**src/rtl/pc_if.sv**
```systemverilog
// pc_if: fetch-side request/response bundle between the core pipeline and the PC generator
interface pc_if #(parameter int ADDR_WIDTH = 32);
  logic                  hold_en, jump_en, trap_en, ras_push, ras_pop;
  logic [ADDR_WIDTH-1:0] jump_addr, trap_vec, ras_push_addr, inst_addr;
  logic                  inst_valid, misalign_err, ras_underflow, ras_empty, ras_full;
  modport master (
    output hold_en, jump_en, jump_addr, trap_en, trap_vec, ras_push, ras_push_addr, ras_pop,
    input  inst_addr, inst_valid, misalign_err, ras_underflow, ras_empty, ras_full
  );
  modport slave (
    input  hold_en, jump_en, jump_addr, trap_en, trap_vec, ras_push, ras_push_addr, ras_pop,
    output inst_addr, inst_valid, misalign_err, ras_underflow, ras_empty, ras_full
  );
endinterface

```
**src/rtl/pc_unit.sv**
```systemverilog
// pc_unit: fetch-stage next-PC generator with trap/jump/stall priority and a circular return-address stack
module pc_unit #(
  parameter int                    ADDR_WIDTH = 32,
  parameter logic [ADDR_WIDTH-1:0] RESET_ADDR = '0,
  parameter int                    RAS_DEPTH  = 4
) (
  input logic sys_clk,
  input logic sys_rst_n,
  pc_if.slave bus
);
  localparam int PW = $clog2(RAS_DEPTH);
  localparam int CW = $clog2(RAS_DEPTH + 1);
  localparam logic [CW-1:0]         FULL_CNT = CW'(RAS_DEPTH);
  localparam logic [ADDR_WIDTH-1:0] STEP     = ADDR_WIDTH'(4);
  logic [ADDR_WIDTH-1:0] ras_mem [RAS_DEPTH];
  logic [PW-1:0]         ptr, ptr_next;
  logic [CW-1:0]         cnt, cnt_next;
  logic [ADDR_WIDTH-1:0] pc_next;
  logic                  ras_act, do_push, do_pop, underflow_next, misalign_next;
  assign bus.ras_empty = cnt == '0;
  assign bus.ras_full  = cnt == FULL_CNT;
  // RAS only moves when neither a trap nor a stall is in effect
  always_comb begin
    ras_act        = !bus.trap_en && !bus.hold_en;
    do_push        = ras_act && bus.ras_push;
    do_pop         = ras_act && bus.ras_pop && !bus.ras_empty;
    underflow_next = ras_act && bus.ras_pop && bus.ras_empty;
    misalign_next  = !bus.trap_en && bus.jump_en && |bus.jump_addr[1:0];
    pc_next  = bus.trap_en ? {bus.trap_vec[ADDR_WIDTH-1:2], 2'b00} :
               bus.jump_en ? {bus.jump_addr[ADDR_WIDTH-1:2], 2'b00} :
               bus.hold_en ? bus.inst_addr :
               do_pop      ? ras_mem[ptr] : bus.inst_addr + STEP;
    ptr_next = (do_push == do_pop) ? ptr : do_push ? ptr + 1'b1 : ptr - 1'b1;
    cnt_next = bus.trap_en ? '0 : (do_push == do_pop) ? cnt : do_pop ? cnt - 1'b1 :
               bus.ras_full ? cnt : cnt + 1'b1;
  end
  always_ff @(posedge sys_clk or negedge sys_rst_n)
    if (!sys_rst_n) begin
      bus.inst_addr     <= RESET_ADDR;
      bus.inst_valid    <= 1'b0;
      bus.misalign_err  <= 1'b0;
      bus.ras_underflow <= 1'b0;
      ptr               <= '0;
      cnt               <= '0;
    end else if (!bus.inst_valid) begin
      bus.inst_valid    <= 1'b1;
      bus.misalign_err  <= 1'b0;
      bus.ras_underflow <= 1'b0;
    end else begin
      bus.inst_addr     <= pc_next;
      bus.misalign_err  <= misalign_next;
      bus.ras_underflow <= underflow_next;
      ptr               <= ptr_next;
      cnt               <= cnt_next;
    end
  // Combined push+pop rewrites the current top in place instead of advancing
  always_ff @(posedge sys_clk)
    if (bus.inst_valid && do_push) ras_mem[do_pop ? ptr : ptr + 1'b1] <= bus.ras_push_addr;
endmodule

```
**src/flat_wrapper.sv**
```systemverilog
// flat-port wrapper written by rule: the top's interface ports become plain ports
module pc_unit_flat 
#(
  parameter int                    ADDR_WIDTH = 32,
  parameter logic [ADDR_WIDTH-1:0] RESET_ADDR = '0,
  parameter int                    RAS_DEPTH  = 4
)
  (sys_clk, sys_rst_n, bus_hold_en, bus_jump_en, bus_jump_addr, bus_trap_en, bus_trap_vec, bus_ras_push, bus_ras_push_addr, bus_ras_pop, bus_inst_addr, bus_inst_valid, bus_misalign_err, bus_ras_underflow, bus_ras_empty, bus_ras_full);
  pc_if #(.ADDR_WIDTH(ADDR_WIDTH)) bus_i ();
  input logic sys_clk;
  input logic sys_rst_n;
  input wire logic [$bits(bus_i.hold_en)-1:0] bus_hold_en;
  input wire logic [$bits(bus_i.jump_en)-1:0] bus_jump_en;
  input wire logic [$bits(bus_i.jump_addr)-1:0] bus_jump_addr;
  input wire logic [$bits(bus_i.trap_en)-1:0] bus_trap_en;
  input wire logic [$bits(bus_i.trap_vec)-1:0] bus_trap_vec;
  input wire logic [$bits(bus_i.ras_push)-1:0] bus_ras_push;
  input wire logic [$bits(bus_i.ras_push_addr)-1:0] bus_ras_push_addr;
  input wire logic [$bits(bus_i.ras_pop)-1:0] bus_ras_pop;
  output wire logic [$bits(bus_i.inst_addr)-1:0] bus_inst_addr;
  output wire logic [$bits(bus_i.inst_valid)-1:0] bus_inst_valid;
  output wire logic [$bits(bus_i.misalign_err)-1:0] bus_misalign_err;
  output wire logic [$bits(bus_i.ras_underflow)-1:0] bus_ras_underflow;
  output wire logic [$bits(bus_i.ras_empty)-1:0] bus_ras_empty;
  output wire logic [$bits(bus_i.ras_full)-1:0] bus_ras_full;
  assign bus_i.hold_en = bus_hold_en;
  assign bus_i.jump_en = bus_jump_en;
  assign bus_i.jump_addr = bus_jump_addr;
  assign bus_i.trap_en = bus_trap_en;
  assign bus_i.trap_vec = bus_trap_vec;
  assign bus_i.ras_push = bus_ras_push;
  assign bus_i.ras_push_addr = bus_ras_push_addr;
  assign bus_i.ras_pop = bus_ras_pop;
  assign bus_inst_addr = bus_i.inst_addr;
  assign bus_inst_valid = bus_i.inst_valid;
  assign bus_misalign_err = bus_i.misalign_err;
  assign bus_ras_underflow = bus_i.ras_underflow;
  assign bus_ras_empty = bus_i.ras_empty;
  assign bus_ras_full = bus_i.ras_full;
  pc_unit #(.ADDR_WIDTH(ADDR_WIDTH), .RESET_ADDR(RESET_ADDR), .RAS_DEPTH(RAS_DEPTH)) u_core (.sys_clk(sys_clk), .sys_rst_n(sys_rst_n), .bus(bus_i));
endmodule
```
**config.mk**
```make
export PLATFORM = sky130hd
export DESIGN_NAME = pc_unit_flat
export DESIGN_NICKNAME = d
export VERILOG_FILES = /design/src/rtl/pc_if.sv /design/src/rtl/pc_unit.sv /design/src/flat_wrapper.sv
export SDC_FILE = /design/constraint.sdc
export NUM_CORES = 1
export LEC_CHECK = 0
export ABC_AREA = 0
export CAP_MARGIN = 20
export CORE_MARGIN = 5
export CORE_UTILIZATION = 35
export CTS_CLUSTER_DIAMETER = 200
export DETAILED_ROUTE_END_ITERATION = 16
export PLACE_DENSITY_LB_ADDON = 0.3
export SYNTH_ARGS = -nofsm -noshare
export SYNTH_HDL_FRONTEND = slang
export SYNTH_SLANG_ARGS = --single-unit
```
**constraint.sdc**
```tcl
create_clock -name sys_clk -period 12.5 [get_ports sys_clk]
set_clock_uncertainty 0.2 [all_clocks]
set_input_delay 2.5 -clock sys_clk [delete_from_list [all_inputs] [get_ports sys_clk]]
set_output_delay 2.5 -clock sys_clk [all_outputs]
set_load 0.01 [all_outputs]
```
==> Yosys cells after proc, flatten, opt, wreduce, memory -nomap -nowiden <==
Memories as Yosys holds them, arrays and structs flattened.
Index checks and enable logic that the tools add are counted.
Widths: inputs -> output; s select.
{ "totals": {"register_bits": 40, "mem_count": 1, "output_inout_bits": 37, "input_bits": 103, "mem_bits_rw": 128, "elab_cells": 48} }
{ "memory_table": {"columns": ["name", "depth", "width", "read_ports", "rd_ports_with_merged_regs", "write_ports", "line_no", "rtl"], "rows": [
  ["u_core.ras_mem", 4, 32, 1, 0, 1, "pc_unit.sv:15", "logic [ADDR_WIDTH-1:0] ras_mem [RAS_DEPTH];"]
]} }
{ "classes": {"n_reduce_logical": 16, "muxes": 14, "eq_ne": 5, "bitwise_logic": 1, "n_addsub": 5} }
{ "op_table": {"columns": ["op", "count"], "rows": [
  ["$mux 32", 4],
  ["$add 32x3->32 const B", 1],
  ["$mux 3", 4],
  ["$logic_and 1x1->1", 8],
  ["$mux 1", 4],
  ["$mux 2", 2],
  ["$reduce_and 2->1", 2],
  ["$add 3x1->3 const B", 1],
  ["$eq 3x3->1 const B", 1],
  ["$logic_not 1->1", 3],
  ["$logic_not 3->1", 1],
  ["$ne 3x1->1 const B", 1],
  ["$ne 3x3->1 const B", 1],
  ["$reduce_and 3->1", 1],
  ["$sub 3x1->3 const B", 1],
  ["$add 2x1->2 const B", 1],
  ["$ne 2x2->1 const B", 1],
  ["$reduce_or 2->1", 1],
  ["$sub 2x1->2 const B", 1],
  ["$eq 1x1->1", 1],
  ["$not 1->1", 1]
]} }

==> Depth between registers and ports, before layout <==
Gate-level depths: netlist (run 1).
{ "depth": {"ltp_word": 8, "mapped_depth": 9, "ltp_nobuf": 8} }

==> Worst setup path after synthesis (run 1) <==
OpenSTA, ideal clock, no wires.
{ "synth_path": {"kind": "input-to-reg", "startpoint": "in bus_hold_en", "endpoint": "mem u_core.ras_mem[1][0], enable pin", "required_time_ps": 11799, "path_buffers": 1, "t_arrival_ps": 6215, "setup_ps": 501, "setup_slack_ps": 5583, "stages": 4, "path_cell_list": "buf_2 -> nor3b_2 -> a21boi_0 -> nor4_1"} }
{ "synth_between": {"elab_chain_cells": 6, "elab_cells_between_ends": 9, "classes_between": "mux (3); reduce/logical (6)"} }
{ "synth_lines": {"columns": ["element", "line_no", "rtl"], "rows": [
  ["start, declared", "flat_wrapper.sv:12", "input wire logic [$bits(bus_i.hold_en)-1:0] bus_hold_en;"],
  ["$logic_not 1->1 (*)", "pc_unit.sv:24", "ras_act = !bus.trap_en && !bus.hold_en;"],
  ["$logic_and 1x1->1 (*)", "pc_unit.sv:24", null],
  ["$logic_and 1x1->1", "pc_unit.sv:25", "do_push = ras_act && bus.ras_push;"],
  ["$logic_and 1x1->1", "pc_unit.sv:58", "if (bus.inst_valid && do_push) ras_mem[do_pop ? ptr : ptr + 1'b1] <= bus.ras_push_addr;"],
  ["$mux 1 (2 in series)", "pc_unit.sv:58", null],
  ["end, declared", "pc_unit.sv:15", null]
]} }
Every way passes the cells marked *; elsewhere a longest branch is shown, timed or not.

==> Final worst setup path (run 1) <==
{ "layout_path": {"startpoint": "in bus_trap_en", "endpoint": "reg u_core.cnt[2]"} }
{ "layout_between": {"elab_chain_cells": 7, "elab_cells_between_ends": 12, "classes_between": "eq/ne (3); mux (3); reduce/logical (6)"} }
{ "layout_lines": {"columns": ["element", "line_no", "rtl"], "rows": [
  ["start, declared", "flat_wrapper.sv:15", "input wire logic [$bits(bus_i.trap_en)-1:0] bus_trap_en;"],
  ["$logic_not 1->1", "pc_unit.sv:24", null],
  ["$logic_and 1x1->1", "pc_unit.sv:24", null],
  ["$logic_and 1x1->1 (2 in series)", "pc_unit.sv:26", "do_pop = ras_act && bus.ras_pop && !bus.ras_empty;"],
  ["$eq 1x1->1 / $mux 3 (equally long branches)", "pc_unit.sv:34", "cnt_next = bus.trap_en ? '0 : (do_push == do_pop) ? cnt : do_pop ? cnt - 1'b1 :"],
  ["$ne 2x2->1 (no source line) / $mux 3 (equally long branches)", null, null],
  ["$reduce_and 3->1 (no source line) / $mux 3 (equally long branches)", null, null],
  ["end signal, assigned", "pc_unit.sv:54", "cnt <= cnt_next;"],
  ["end, declared", "pc_unit.sv:17", "logic [CW-1:0] cnt, cnt_next;"]
]} }
Several ways; a longest one is shown, not always the timed one. The select of a mux whose other input is x is not followed.
A chain may end at the register's enable or synchronous reset.

==> out/results.txt, run 1 <==
Worst EP arrival - 5130 ps
most frequent cell after synthesis - edfxtp_1
first-pass GRT wire length - 34070 um
via count - 5531
core footprint - 21820 um2
period utilisation layout - 40.61%
Die Ht - 158.8 um
Worst Tran Pin Value - 983.1 ps
FILL cells - 1935
GRT Total Usage - 17.51%
Die ar. - 25230 um2
post-synthesis area per instance - 14.15 um2
kind of critical path - primary input to flop
placed insts - 939
wire length on met1 - 9280 um
CTS resizes - 0
share of power burned in registers - 41.6%
share of flip-flops with an asynchronous set or reset - 23.81%
Min-Delay Endpoint - u_core.bus.inst_addr[1]
Hold WC Path Type - flop to flop
Final Non-Filler Cells - 973
Synth warnings - 0
Worst setup SP type - primary input
final hold vios - 0
buffers added on ports - 137
Routed Antenna Nets - 0
top cell type's share of synthesized area - 49.57%
Max Clock Freq - 0.1970 GHz
most frequent cells after synthesis - 128 x edfxtp_1, 40 x dfrtp_1, 35 x nand2_1, 32 x mux4_2, 28 x o21ai_0
flops & latches, synth - 168
Die W - 158.8 um
maxcap violations - 0
Routed met3 length - 1506 um
cells after synthesis - 548
Placer Congestion - 0.9099
crit path capture type - flop
initial drt markers - 501
Antenna Cells - 0
clk sinks - 168
Worst-path clk slew - 70 ps
DR WL/cell - 23.11 um
VDD IR max - 0.1096 mV
WL met2 - 11090 um
hold path cells - 1
Hold Crit Start - u_core.bus.inst_addr[1]
largest net degree at the start of global routing - 45
Mapped Nets - 653
total CTS buffers - 17
Clk Latency, worst-skew pair - 430 ps
RSZ-0062 raised after global routing - false
CTS tree - built
Pwr Density - 163.4 nW/um2
RR Endpoint - u_core.cnt[2]
Logic pwr share - 26.7%
Final HPWL DP - 15390 um
vias per cell - 5.684
reg2reg setup slack - 9340 ps
Max FO, Critical Path - 44
crit-path max cell delay - 660 ps
Starting Density - 35.53%
Leak - 3.372 nW
layout cells sized above 1 - 14.57%
biggest area consumer among synthesized cells - edfxtp_1
Hold WS - 303.5 ps
Fin Setup TNS - 0 ps
Final Max Tran Viols - 0
Row Count - 54
CTS Root Cell - clkbuf_16
status - complete, no violations
Worst Path Buf+Inv - 2
Post-Synthesis Cell Area - 7754 um2
Layout area overhead - 29.18%
RR Startpoint - u_core.cnt[0]
Sw Share - 31.49%
postcts setup bufs - 0
vias in the first global route - 5671
commonest register cell after synthesis - edfxtp_1
reg2reg path depth - 8
Residual DRC - 0
critical-path cell list - buf_2 -> nor3b_2 -> nand2_2 -> inv_2 -> fa_1 -> xnor2_1 -> o21ai_0 -> a2bb2oi_1 -> o311ai_0
total global routing overflow - 0
DRT Wirelength - 22490 um
clock period minus worst slack - 5077 ps
P_int - 0.001121 W
post-synthesis cell type count - 78
CTS max path bufs - 2
switching power - 0.0005153 W
Ports - 140
top routing layer in use - met5
critical path's slowest cell - buf_2
CP Data Required Time - 12550 ps
FF/Latch Area - 4846 um2
initial antenna violation count - 1
Nets - 785
number of flops mapped to enable cells by yosys - 128
Final Setup Violations - 0
hold buffers post-CTS - 0
clock network power share - 31.7%
Slew headroom - 34.25%
overall power - 0.001637 W
sequential area share after synthesis - 62.48%
largest cells by area after synthesis - edfxtp_1 50%, dfrtp_1 13%, mux4_2 9.3%
Worst path top cell family by delay - buffers and inverters
drt pass-1 iters - 6
H-tree depth - 4
area taken by multi-input logic gates - 2708 um2
[layout by cell type (no fill, tap or decap), drive strengths merged, types with 6 or more instances in the layout]
| master | Yosys | final |
|---|---|---|
| o21ai | 31 | 31 |
| xnor2 | 11 | 11 |
| nand4 | 11 | 11 |
| nor4 | 11 | 11 |
| inv | 14 | 24 |
| a22o | 7 | 7 |
| a31oi | 6 | 6 |
| o211ai | 6 | 6 |
| o22ai | 7 | 7 |
| a221oi | 10 | 10 |
| a22oi | 6 | 6 |
| mux2i | 9 | 9 |
| clkdlybuf4s50 | 0 | 135 |
| nor3 | 14 | 14 |
| dfrtp | 40 | 40 |
| nand3 | 14 | 14 |
| a221o | 7 | 7 |
| edfxtp | 128 | 128 |
| buf | 17 | 13 |
| nand2 | 36 | 36 |
| a21oi | 18 | 18 |
| mux4 | 32 | 32 |
| nor2 | 22 | 22 |
| clkbuf | 19 | 18 |
[power by group through the flow]
| stage | registers, W | logic (W) | clock network (W) |
|---|---|---|---|
| finish | 0.000681 | 0.000438 | 0.000518 |
| global route | 0.000685 | 0.000470 | 0.000552 |
| CTS | 0.000680 | 0.000443 | 0.000524 |
| detailed placement | 0.000691 | 0.000441 | 0 |
| global placement | 0.000689 | 0.000434 | 0 |
| floorplan | 0.000686 | 0.000270 | 0 |
[worst max-delay path by stage]
stage | startpoint | endpoint | slack, ps | cells past startpoint
2_1_floorplan | bus_hold_en | u_core.ras_mem[1][0] | 5580 | 4
3_5_place_dp | bus_hold_en | u_core.ras_mem[2][6] | 7030 | 6
6_report | bus_trap_en | u_core.cnt[2] | 7420 | 9
5_1_grt | bus_trap_en | u_core.cnt[2] | 7260 | 9
3_3_place_gp | bus_hold_en | u_core.bus.inst_addr[16] | 7080 | 6
4_1_cts | bus_hold_en | u_core.ras_mem[2][7] | 7450 | 6
[layer usage]
| metal | GRT usage (%) | vias up |
|---|---|---|
| met5 | 0 | - |
| met4 | 6.336 | 2 |
| met3 | 4.743 | 44 |
| met2 | 28.65 | 231 |
| met1 | 22.44 | 2779 |
| li1 | - | 2475 |
[sequential cells by signal, summed over array words and instances, names as in the netlist]
name                      flops
u_core.ras_mem              128
u_core.bus.inst_addr         32
u_core.cnt                    3
u_core.ptr                    2
u_core.bus.inst_valid         1
u_core.bus.misalign_err       1
u_core.bus.ras_underflow      1
[stage by stage]
| step | util, % | area [um2] | setup WS [ps] |
|---|---|---|---|
| final | 45.90 | 10020 | 7424 |
| after CTS | 45.78 | 9991 | 7446 |
| after global placement | 43.06 | 9398 | 7081 |
| after detailed placement | 43.06 | 9398 | 7028 |
| after global routing | 45.90 | 10020 | 7260 |
| after floorplan | - | 7754 | 5584 |
[cell type report]
type / count / area share (%)
flip-flops and latches: 168 / 48.38
multi-input cells: 329 / 27.03
repair buffers: 149 / 14.59
clock buffers: 17 / 4.247
well taps: 280 / 3.498
clock inverters: 15 / 1.674
inverters: 15 / 0.5746
[cell families (layout without fill, tap and decap cells)]
kind of cell / after synthesis / in the layout / synth area share (%)
DFF: 168 / 168 / 62.48
other: 1 / 1 / 0.04836
xor gates and xnor gates: 13 / 13 / 1.468
muxes: 42 / 42 / 10.60
buffers and inverters: 51 / 196 / 3.017
adders and majority gates: 2 / 2 / 0.4195
and+or+nand+nor: 135 / 135 / 9.376
AOI/OAI and AO/OA: 136 / 136 / 12.59
[worst reg2reg max path: cells and delay by family (launching register included)]
kind                     cells  cell delay (ps)
AO/OA/AOI/OAI                3              440
XOR/XNOR                     1              210
adder cells (fa/ha/maj)      1              490
flip-flops                   1              470
AND/OR/NAND/NOR              2              940
buffers and inverters        1              230
Note: power is estimated with default switching activity, not from simulation.
==> run 2, diff against run 1 <==
Clock period 12.5 ns to 5.3 ns, I/O delays scaled along.
==> run 2 against run 1 <==
Effect of this change: clock power rose to 2.6 times the previous value; first-iteration DRC count is 0.60% higher; global-route usage is 0.12 points higher; non-clock buffer count is the same; combinational power up 120%; worst hold slack worse by 49 ps; clock-buffer cell count increased by 2; sequential share of layout area is 0.25 points lower; final cell count stayed put; total power rose by 140%.
==> out/results.txt, run 2 (synthesis results as in run 1) <==
Final Setup Violations - 0
Slew headroom - 29.46%
reg2reg path depth - 8
Final HPWL DP - 15560 um
final core occ - 46.14%
initial antenna violation count - 0
Routed Antenna Nets - 0
CTS tree - built
layout cells sized above 1 - 14.29%
Worst-path clk slew - 60 ps
Worst Tran Pin Value - 1048 ps
Max Clock Freq - 0.2776 GHz
Hold WC Path Type - primary input to asynchronous set/reset pin
RR Startpoint - u_core.cnt[0]
reg2reg setup slack - 2220 ps
Starting Density - 35.53%
RSZ-0062 raised after global routing - false
final hold vios - 0
Pwr Density - 397.5 nW/um2
Leak - 3.397 nW
placed inst area - 9399 um2
worst setup margin - 1698 ps
hold buffers post-CTS - 0
Antenna Cells - 0
CP Data Required Time - 5170 ps
initial drt markers - 504
Clk Latency, worst-skew pair - 430 ps
vias in the first global route - 5741
DRT Wirelength - 22430 um
Ports - 140
Die Ht - 158.8 um
clock period minus worst slack - 3602 ps
RR Endpoint - u_core.cnt[2]
CTS max path bufs - 2
crit path capture type - flop
Hold WS - 254.6 ps
CP startpoint - bus_hold_en
total global routing overflow - 0
drt pass-1 iters - 5
postcts setup bufs - 0
via count - 5551
CP endpoint - u_core.ras_mem[2][9]
Finished Cell Area - 10070 um2
clk sinks - 168
Nets - 785
total CTS buffers - 17
Die W - 158.8 um
Placer Congestion - 0.8861
max reg flops - 128
largest net degree at the start of global routing - 45
commonest non-fill, non-tap cell in the layout - clkdlybuf4s50_1
maxcap violations - 0
kind of critical path - primary input to flop
Row Count - 54
DR WL/cell - 23.06 um
status - complete, no violations
FILL cells - 1905
period utilisation layout - 67.96%
Residual DRC - 0
VDD IR max - 0.1865 mV
register with the most flip-flops - u_core.ras_mem
vias per cell - 5.705
Fin Setup TNS - 0 ps
Worst setup SP type - primary input
CTS Root Cell - clkbuf_16
Worst EP arrival - 3470 ps
Max FO, Critical Path - 32
most frequent cells in the layout - 135 x clkdlybuf4s50_1, 128 x edfxtp_1, 39 x dfrtp_1, 35 x nand2_1, 32 x mux4_2
Die ar. - 25230 um2
pre-CTS setup slack - 1310 ps
GRT Total Usage - 17.63%
CTS resizes - 0
first-pass GRT wire length - 34300 um
Final Max Tran Viols - 0
Regs by FF count - u_core.ras_mem: 128 flops, u_core.bus.inst_addr: 32 flops, u_core.cnt: 3 flops
buffers added on ports - 137
core footprint - 21820 um2
H-tree depth - 4
Layout area overhead - 29.85%
## run 2: cell count changes in the layout (fill, tap and decap cells not counted), moves of 2 or more
cell / previous run / this run
inv_6: 4 / 2
inv_8: 6 / 2
bufinv_16: 0 / 5
clkinv_8: 3 / 0
clkbuf_1: 0 / 2
clkinv_2: 1 / 3
## run 2: stage by stage
| step | instances | total power (W) |
|---|---|---|
| after floorplan | 548 | 0.002255 |
| after global placement | 940 | 0.002646 |
| after detailed placement | 940 | 0.002667 |
| after CTS | 972 | 0.004027 |
| after global routing | 973 | 0.004171 |
| final | 973 | 0.004003 |
## run 2: critical path, cell delays in order
cell	delay, ps
clkdlybuf4s50_1	570
or3b_4	510
nor3_1	530
mux2i_1	190
nor2_2	140
buf_4	430
## run 2: how the worst min path moves through the flow
| stage | startpoint | cells after the start | end |
|---|---|---|---|
| after floorplan | u_core.cnt[2] | 2 | u_core.cnt[2] |
| after global placement | u_core.bus.inst_addr[1] | 1 | u_core.bus.inst_addr[1] |
| after detailed placement | u_core.bus.inst_addr[1] | 1 | u_core.bus.inst_addr[1] |
| after CTS | u_core.bus.inst_addr[1] | 1 | u_core.bus.inst_addr[1] |
| after global routing | sys_rst_n | 1 | u_core.bus.inst_valid |
| final | sys_rst_n | 1 | u_core.bus.misalign_err |
## run 2: per-layer routing
metal / share of wire (%) / GRT usage, % / wire [um]
met1: 41 / 23.11 / 9145
met2: 50 / 28.45 / 11130
met4: 2.3 / 6.296 / 515
met5: 0 / 0 / 0
met3: 7.3 / 4.562 / 1647
## run 2: power by group
part	internal, W	leakage [nW]	switching (W)
combinational	0.000502	1.44	0.000457
clock	0.000844	0.316	0.000519
sequential	0.00151	1.64	0.000174
## run 2: area by class of cell
class                   count  area (um2)  area share, %
clock inverters            13       216.5          2.150
inverters                  15       57.56         0.5716
clock buffers              19       432.9          4.300
flip-flops and latches    168        4846          48.13
repair buffers            149        1464          14.54
multi-input cells         329        2701          26.83
well taps                 280       350.3          3.480
==> run 3, diff against run 2 <==
Clock period 5.3 ns to 3.5 ns, I/O delays scaled along.
==> run 3 against run 2 <==
Effect of this change: critical path depth decreased by 3; sequential power increased by 49%; worst setup slack got worse by 1200 ps; total power increased by 48%.
==> out/results.txt, run 3 (synthesis results as in run 1) <==
Final Max Tran Viols - 0
Die ar. - 25230 um2
critical path's slowest cell - clkdlybuf4s50_1
clock period minus worst slack - 3034 ps
maxcap violations - 0
Die W - 158.8 um
H-tree depth - 4
Residual DRC - 0
Pwr Density - 581.1 nW/um2
status - complete, no violations
CTS Root Cell - clkbuf_16
GRT Total Usage - 17.55%
Row Count - 54
buffers added on ports - 137
final hold vios - 0
Leak - 3.459 nW
reg2reg path depth - 5
Worst Path Buf+Inv - 2
hold path cells - 1
commonest non-fill, non-tap cell in the layout - clkdlybuf4s50_1
RSZ-0062 raised after global routing - false
Nets - 798
Routed Antenna Nets - 0
Clk Latency, worst-skew pair - 430 ps
VDD IR max - 0.3323 mV
CTS tree - built
DRT Wirelength - 22480 um
WP depth - 3
first-pass GRT wire length - 34130 um
Worst path top cell family by delay - buffers and inverters
Starting Density - 35.53%
critical-path cell list - or3_1 -> clkinv_2 -> clkdlybuf4s50_1
core footprint - 21820 um2
DR WL/cell - 22.80 um
Hold WC Path Type - flop to flop
total global routing overflow - 0
area taken by multi-input logic gates - 2719 um2
Die Ht - 158.8 um
vias per cell - 5.701
FF/Latch Area - 4846 um2
Fin Setup TNS - 0 ps
initial drt markers - 485
Max Clock Freq - 0.3296 GHz
Worst setup SP type - flop
Ports - 140
Max FO, Critical Path - 8
Final Setup Violations - 0
period utilisation layout - 86.68%
most frequent cells in the layout - 135 x clkdlybuf4s50_1, 128 x edfxtp_1, 39 x dfrtp_1, 35 x nand2_1, 32 x mux4_2
CTS max path bufs - 2
largest net degree at the start of global routing - 41
Worst EP arrival - 2130 ps
max reg flops - 128
Worst Tran Pin Value - 891.8 ps
via count - 5621
Regs by FF count - u_core.ras_mem: 128 flops, u_core.bus.inst_addr: 32 flops, u_core.cnt: 3 flops
crit-path max cell delay - 560 ps
layout cells sized above 1 - 16.01%
Antenna Cells - 0
Slew headroom - 40.00%
Worst-path clk slew - 70 ps
Layout area overhead - 31.82%
kind of critical path - flop to output port
register with the most flip-flops - u_core.ras_mem
postcts setup bufs - 0
Hold WS - 301.7 ps
total CTS buffers - 17
FILL cells - 1893
crit path capture type - output port
Final HPWL DP - 15780 um
vias in the first global route - 5763
drt pass-1 iters - 5
initial antenna violation count - 0
Placer Congestion - 0.9133
clk sinks - 168
CP Data Required Time - 2600 ps
run 3: cell count changes in the layout (fill, tap and decap cells not counted), moves of 2 or more:
cell | before | now
buf_12 | 1 | 7
buf_4 | 11 | 17
bufinv_16 | 5 | 1
clkbuf_1 | 2 | 0
clkinv_8 | 0 | 4
inv_8 | 2 | 4
nor4_2 | 2 | 0
nor4_4 | 0 | 2
run 3: report_power, final:
part	switching, W	internal [W]
combinational	0.000739	0.000791
clock	0.000875	0.00103
sequential	0.000228	0.00228
total	0.00184	0.00410
run 3: worst register-to-register path: cells and delay by family, from the launching register on:
kind             cells  cell delay, ps
flip-flops           1             530
AND/OR/NAND/NOR      3            1310
AO/OA/AOI/OAI        1             330
XOR/XNOR             1             190
run 3: final cells by class:
| type | instances | share of cell area (%) |
|---|---|---|
| flip-flops and latches | 168 | 47.41 |
| multi-input cells | 329 | 26.60 |
| repair buffers | 162 | 16.04 |
| clock buffers | 17 | 4.162 |
| well taps | 280 | 3.428 |
| clock inverters | 15 | 1.799 |
| inverters | 15 | 0.5631 |
run 3: final timing paths:
check	end	slack [ps]	startpoint
worst min register to register	u_core.bus.inst_addr[1]	300	u_core.bus.inst_addr[1]
worst max-delay path	bus_ras_empty	470	u_core.cnt[0]
max in group asynchronous	u_core.ptr[0]	2200	sys_rst_n
min in group asynchronous	u_core.ptr[1]	430	sys_rst_n
worst min-delay path	u_core.bus.inst_addr[1]	300	u_core.bus.inst_addr[1]
worst max register to register	u_core.bus.inst_addr[28]	830	u_core.bus.inst_addr[13]
run 3: layer usage:
layer | wire length, um | share of wire, % | up-vias | GRT usage [%]
li1 | - | - | 2509 | -
met1 | 9320 | 41 | 2831 | 22.63
met2 | 10860 | 48 | 244 | 28.45
met3 | 1668 | 7.4 | 37 | 4.951
met4 | 629 | 2.8 | 0 | 6.179
met5 | 0 | 0 | - | 0
run 3: metrics by stage:
stage	total power [W]	cells	utilization, %	area, um2	setup slack (ps)
6_report	0.005940	986	46.84	10220	466.1
5_1_grt	0.006199	986	46.84	10220	383.6
4_1_cts	0.005975	984	46.70	10190	441.7
3_5_place_dp	0.004081	952	43.91	9582	291.1
3_3_place_gp	0.004064	952	43.91	9582	397.6
2_1_floorplan	0.003419	548	-	7766	-306.2
run 3: repair_timing:
| action | in CTS | in global routing |
|---|---|---|
| hold buffers | 0 | 1 |
| resized for setup | 0 | 0 |
| endpoints found under the hold margin | 0 | 5 |
